`config.mk`:
```
export PLATFORM = sky130hd
export DESIGN_NAME = branch_target_buffer
export DESIGN_NICKNAME = d
export VERILOG_FILES = /design/src/rtl/branch_target_buffer.sv
export SDC_FILE = /design/constraint.sdc
export NUM_CORES = 2
export LEC_CHECK = 0
export ABC_AREA = 1
export BUFFER_PORTS_ARGS = -buffer_cell sky130_fd_sc_hd__clkbuf_2
export CAP_MARGIN = 20
export CELL_PAD_IN_SITES_DETAIL_PLACEMENT = 0
export CELL_PAD_IN_SITES_GLOBAL_PLACEMENT = 2
export CORE_MARGIN = 5
export CORE_UTILIZATION = 40
export CTS_CLUSTER_DIAMETER = 60
export DETAILED_ROUTE_END_ITERATION = 6
export PLACE_DENSITY_LB_ADDON = 0.3
export SYNTH_ARGS = -nofsm -noshare
export SYNTH_HDL_FRONTEND = slang
export SYNTH_SLANG_ARGS = --single-unit
```
`constraint.sdc`:
```
create_clock -name clk -period 6.4 [get_ports clk]
set_input_delay 1.28 -clock clk [delete_from_list [all_inputs] [get_ports clk]]
set_output_delay 1.28 -clock clk [all_outputs]
set_load 0.005 [all_outputs]
```
`src/rtl/branch_target_buffer.sv`:
```
// Direct-mapped BTB with 2-bit saturating counters; lookup is combinational and updates land one edge later.
// There is no backpressure: a lookup is answered every cycle and an update is accepted every cycle.
module branch_target_buffer #(
  parameter int IDX_W = 4
) (
  input  logic        clk,
  input  logic        rst_n,
  input  logic [31:0] fetch_pc,
  output logic        predictedTaken,
  output logic [31:0] predicted_pc,
  input  logic        update_btb,
  input  logic [31:0] ex_pc,
  input  logic [31:0] jump_addr,
  input  logic        modify_pc
);
  localparam int ENTRIES = 2 ** IDX_W;
  localparam int TAG_W   = 32 - IDX_W - 2;

  logic             valid_q  [ENTRIES];
  logic             valid_d  [ENTRIES];
  logic [TAG_W-1:0] tag_q    [ENTRIES];
  logic [TAG_W-1:0] tag_d    [ENTRIES];
  logic [31:0]      target_q [ENTRIES];
  logic [31:0]      target_d [ENTRIES];
  logic [1:0]       ctr_q    [ENTRIES];
  logic [1:0]       ctr_d    [ENTRIES];

  logic [IDX_W-1:0] f_idx;
  logic [TAG_W-1:0] f_tag;
  logic [IDX_W-1:0] ex_idx;
  logic [TAG_W-1:0] ex_tag;
  logic             f_hit;
  logic             ex_hit;

  assign f_idx  = fetch_pc[IDX_W+1:2];
  assign f_tag  = fetch_pc[31:IDX_W+2];
  assign ex_idx = ex_pc[IDX_W+1:2];
  assign ex_tag = ex_pc[31:IDX_W+2];

  // Lookup reads registered state only, so a same-cycle update is not bypassed.
  assign f_hit          = valid_q[f_idx] && (tag_q[f_idx] == f_tag);
  assign ex_hit         = valid_q[ex_idx] && (tag_q[ex_idx] == ex_tag);
  assign predictedTaken = f_hit && ctr_q[f_idx][1];
  assign predicted_pc   = predictedTaken ? target_q[f_idx] : (fetch_pc + 32'd4);

  always_comb begin
    valid_d  = valid_q;
    tag_d    = tag_q;
    target_d = target_q;
    ctr_d    = ctr_q;
    if (update_btb) begin
      if (ex_hit) begin
        if (modify_pc) begin
          target_d[ex_idx] = jump_addr;
          if (ctr_q[ex_idx] != 2'b11) ctr_d[ex_idx] = ctr_q[ex_idx] + 2'd1;
        end else begin
          if (ctr_q[ex_idx] != 2'b00) ctr_d[ex_idx] = ctr_q[ex_idx] - 2'd1;
        end
      end else if (modify_pc) begin
        // Full replacement of whatever occupied this slot, starting weakly taken.
        valid_d[ex_idx]  = 1'b1;
        tag_d[ex_idx]    = ex_tag;
        target_d[ex_idx] = jump_addr;
        ctr_d[ex_idx]    = 2'b10;
      end
    end
  end

  always_ff @(posedge clk or negedge rst_n) begin
    if (!rst_n) begin
      for (int i = 0; i < ENTRIES; i++) begin
        valid_q[i]  <= 1'b0;
        tag_q[i]    <= '0;
        target_q[i] <= '0;
        ctr_q[i]    <= 2'b01;
      end
    end else begin
      valid_q  <= valid_d;
      tag_q    <= tag_d;
      target_q <= target_d;
      ctr_q    <= ctr_d;
    end
  end
endmodule

```
==> qor.csv <==
stage,metric,value,unit
outcome,status,finished clean,
clock_tree,hold_buffers,0,
global_route,antenna_found_initial,16,
floorplanning,chipWidth,367,µm
setup_path,start_kind,input pin,
placement,hpwl,119000,µm
synth,ys_types,46,
routing,drt-total-wl,198000,µm
sta,slew_headroom,26.1,%
global_route,grt_pass1_vias,44600,
worst_hold_path,min_path_type,flop to flop,
floorplanning,dieArea,135000,µm²
sta,setup_slack,0.173,ns
floorplanning,start_util,40.1,%
setup_path,cpMaxStageDelayCell,nor3_1,
placement,placed_area,53100,µm²
finish,fin_area,57600,µm²
sta,drv_slew,0,
global_route,met2_usage,46.6,%
setup_path,arrival,4.95,ns
sta,rsz0062_at_grt,false,
clock_tree,cts_sinks,976,
worst_hold_path,holdCritStartpoint,ctr_q[26],
global_route,overflow,0,
finish,layout-drive-gt1-share,7.92,%
sta,setup_viol_count_final,0,
setup_path,worstSetupEndpointType,output port,
finish,area_growth,13.0,%
power_and_ir_drop,peakVddDrop,0.000286,V
sta,hold_slack,0.465,ns
setup_path,crit_start,fetch_pc[3],
finish,fillerInstances,13000,
floorplanning,coreArea,127000,µm²
sta,final.setup.tns,0,ns
synth,synthArstFlopShare,100,%
placement,dp_slack,0.325,ns
setup_path,reg2reg_slack,2.83,ns
sta,tightestPinTransition,1.11,ns
placement,place_congestion,0.916,
clock_tree,cts_tree,done,
clock_tree,cts_inserted_buffers,131,
setup_path,regToRegStartpoint,tag_q[5],
global_route,grt_busiest_layer,met2,
global_route,grt_use_total,28.8,%
synth,synth_fp_nets,7102,
setup_path,cpPeakStageDelay,0.56,ns
synth,syn_avg_cell_area,7.28,µm²
sta,hold_viol,0,
synth,yosysWarnings,0,
setup_path,path_common_cell,nand2_1,
setup_path,crit_buf_inv,2,
sta,period_share,97.3,%
sta,fin_skew,0.0277,ns
routing,dr_total_vias,47800,
global_route,grt_max_degree,178,
setup_path,critical_path.cell_chain,buf_8 > nand3_1 > nor3_1 > nand3_1 > nor4_2 > nand4_1 > nor2_1 > nand2_1 > nor2_1 > nand2_1 > xor2_1 > nand2_1 > nand2_1 > clkbuf_2,
routing,drc,0,
clock_tree,htreeDepth,4,
setup_path,path_delay_family,simple AND/OR/NAND/NOR gates,
synth,syn-cell-area,50900,µm²
floorplanning,fp.dieH,367,µm
setup_path,cp.required,5.12,ns
finish,most-common-layout-cells,"nand2_1 (2381), o21ai_0 (1505), dfrtp_1 (960)",
routing,viasPerCell,5.54,
finish,nNetsFinal,6976,
job,drv_cap,0,
finish,seqCellArea,24400,µm²
floorplanning,num_rows,131,
power_and_ir_drop,p_leak,27.7,nW
synth,netlist_instances,6999,
setup_path,worstPathMaxFanout,27,
synth,yosys_most_used_dff,dfrtp_1,
placement,port_buffers,130,
clock_tree,cts.path.max_buffers,3,
setup_path,timing.rr.end,tag_q[391],
routing,ant_nets,0,
setup_path,crit_cells,14,
floorplanning,io_pins,133,
setup_path,path_class,input pin to output port,
routing,drtIter0Drc,5024,
placement,place_inst,8402,
power_and_ir_drop,power_density,327,nW/µm²
finish,layout.core_utilization,45.3,%
finish,multi_input_area,23200,µm²
sta,period_needed,6.23,ns
clock_tree,cts_resized,0,
finish,fin_cells,8639,
power_and_ir_drop,p_total,18.8,mW
sta,clock.fmax,0.161,GHz
worst_hold_path,whs_path_depth,2,
synth,synth_edf_count,0,
clock_tree,postCtsSetupBuffers,0,
global_route,gr-usage-met3,4.33,%
global_route,grtUsageMet1,40.5,%
clock_tree,clk_latency,0.76,ns
clock_tree,cts_root_buffer,clkbuf_16,
clock_tree,clk_pin_slew_worst_paths,0.06,ns
routing,firstDrtPassIters,7,
finish,mostFrequentLayoutCell,nand2_1,
routing,wl_per_cell,22.9,µm
setup_path,r2r_cells,18,
synth,synth-seq-cells,976,
setup_path,endpoint,predicted_pc[31],
global_route,grt_pass1_wl,296000,µm
synth,ys_seq_area_share,48.0,%
[layer usage]
layer / vias to the layer above / part of all wire (%)
li1: 22600 / -
met1: 23200 / 45
met2: 1686 / 46
met3: 269 / 6.8
met4: 2 / 2.5
met5: - / 0.0066
[state kept, by name (all words and copies together), names as in the netlist]
register / cells
tag_q: 416
valid_q: 16
target_q: 512
ctr_q: 32
[power breakdown]
part	total, mW	internal [mW]	switching [mW]
registers	8.06	7.35	0.706
logic	3.24	1.14	2.10
clock network	7.52	4.60	2.92
[cells by family after synthesis]
| logic type | count (synthesis) | synth area share, % |
|---|---|---|
| compound gates | 1926 | 20.0 |
| xor+xnor | 31 | 0.533 |
| simple gates | 3202 | 24.6 |
| fa+ha+maj | 3 | 0.0737 |
| buf+inv | 861 | 6.78 |
| flops | 976 | 48.0 |
[area by class of cell]
type / instances / share of cell area (%)
clock inverters: 45 / 1.11
repair buffers: 261 / 3.74
flip-flops and latches: 976 / 42.5
diodes: 8 / 0.0348
clock buffers: 184 / 6.55
well taps: 1662 / 3.61
multi-input cells: 5162 / 40.2
inverters: 341 / 2.26
[cells in the mapped netlist (11+ instances only)]
cell type	n	area, µm²
inv_2	15	56.3
dfstp_2	16	420
o21ai_0	1505	7530
o22ai_1	66	413
o211ai_1	35	263
nand3_1	181	906
dfrtp_1	960	24000
inv_1	321	1200
xor2_1	30	263
nor2_1	541	2030
nand4_1	38	238
nand2_2	11	68.8
a21oi_1	139	696
buf_2	123	616
o21ai_1	73	365
buf_1	24	90.1
clkbuf_1	354	1330
nor3_1	14	70.1
nand2_1	2390	8970
a32o_1	15	150
o221ai_1	64	561
[worst reg2reg max path: stages, from the launching register on]
cell and delay, ns:
dfrtp_1 0.39, nand2_1 0.07, o21ai_0 0.09, nand2_1 0.08
nand2_1 0.05, nand2_1 0.05, nand2_1 0.14, nor2_1 0.29
nand2_1 0.16, and2_0 0.18, nand2_1 0.06, nor2_1 0.06
nand2_1 0.13, nor2_4 0.11, nand2_4 0.32, nand3_2 0.66
buf_12 0.43, nand2_1 0.09, o21ai_0 0.08
[how the worst min path moves through the flow]
stage                end  slack (ns)
6_report       ctr_q[26]        0.47
5_1_grt        ctr_q[10]        0.48
4_1_cts        ctr_q[22]        0.46
3_5_place_dp   ctr_q[22]        0.45
3_3_place_gp   ctr_q[20]        0.45
2_1_floorplan   ctr_q[0]        0.44
(Power assumes the default switching activity.)
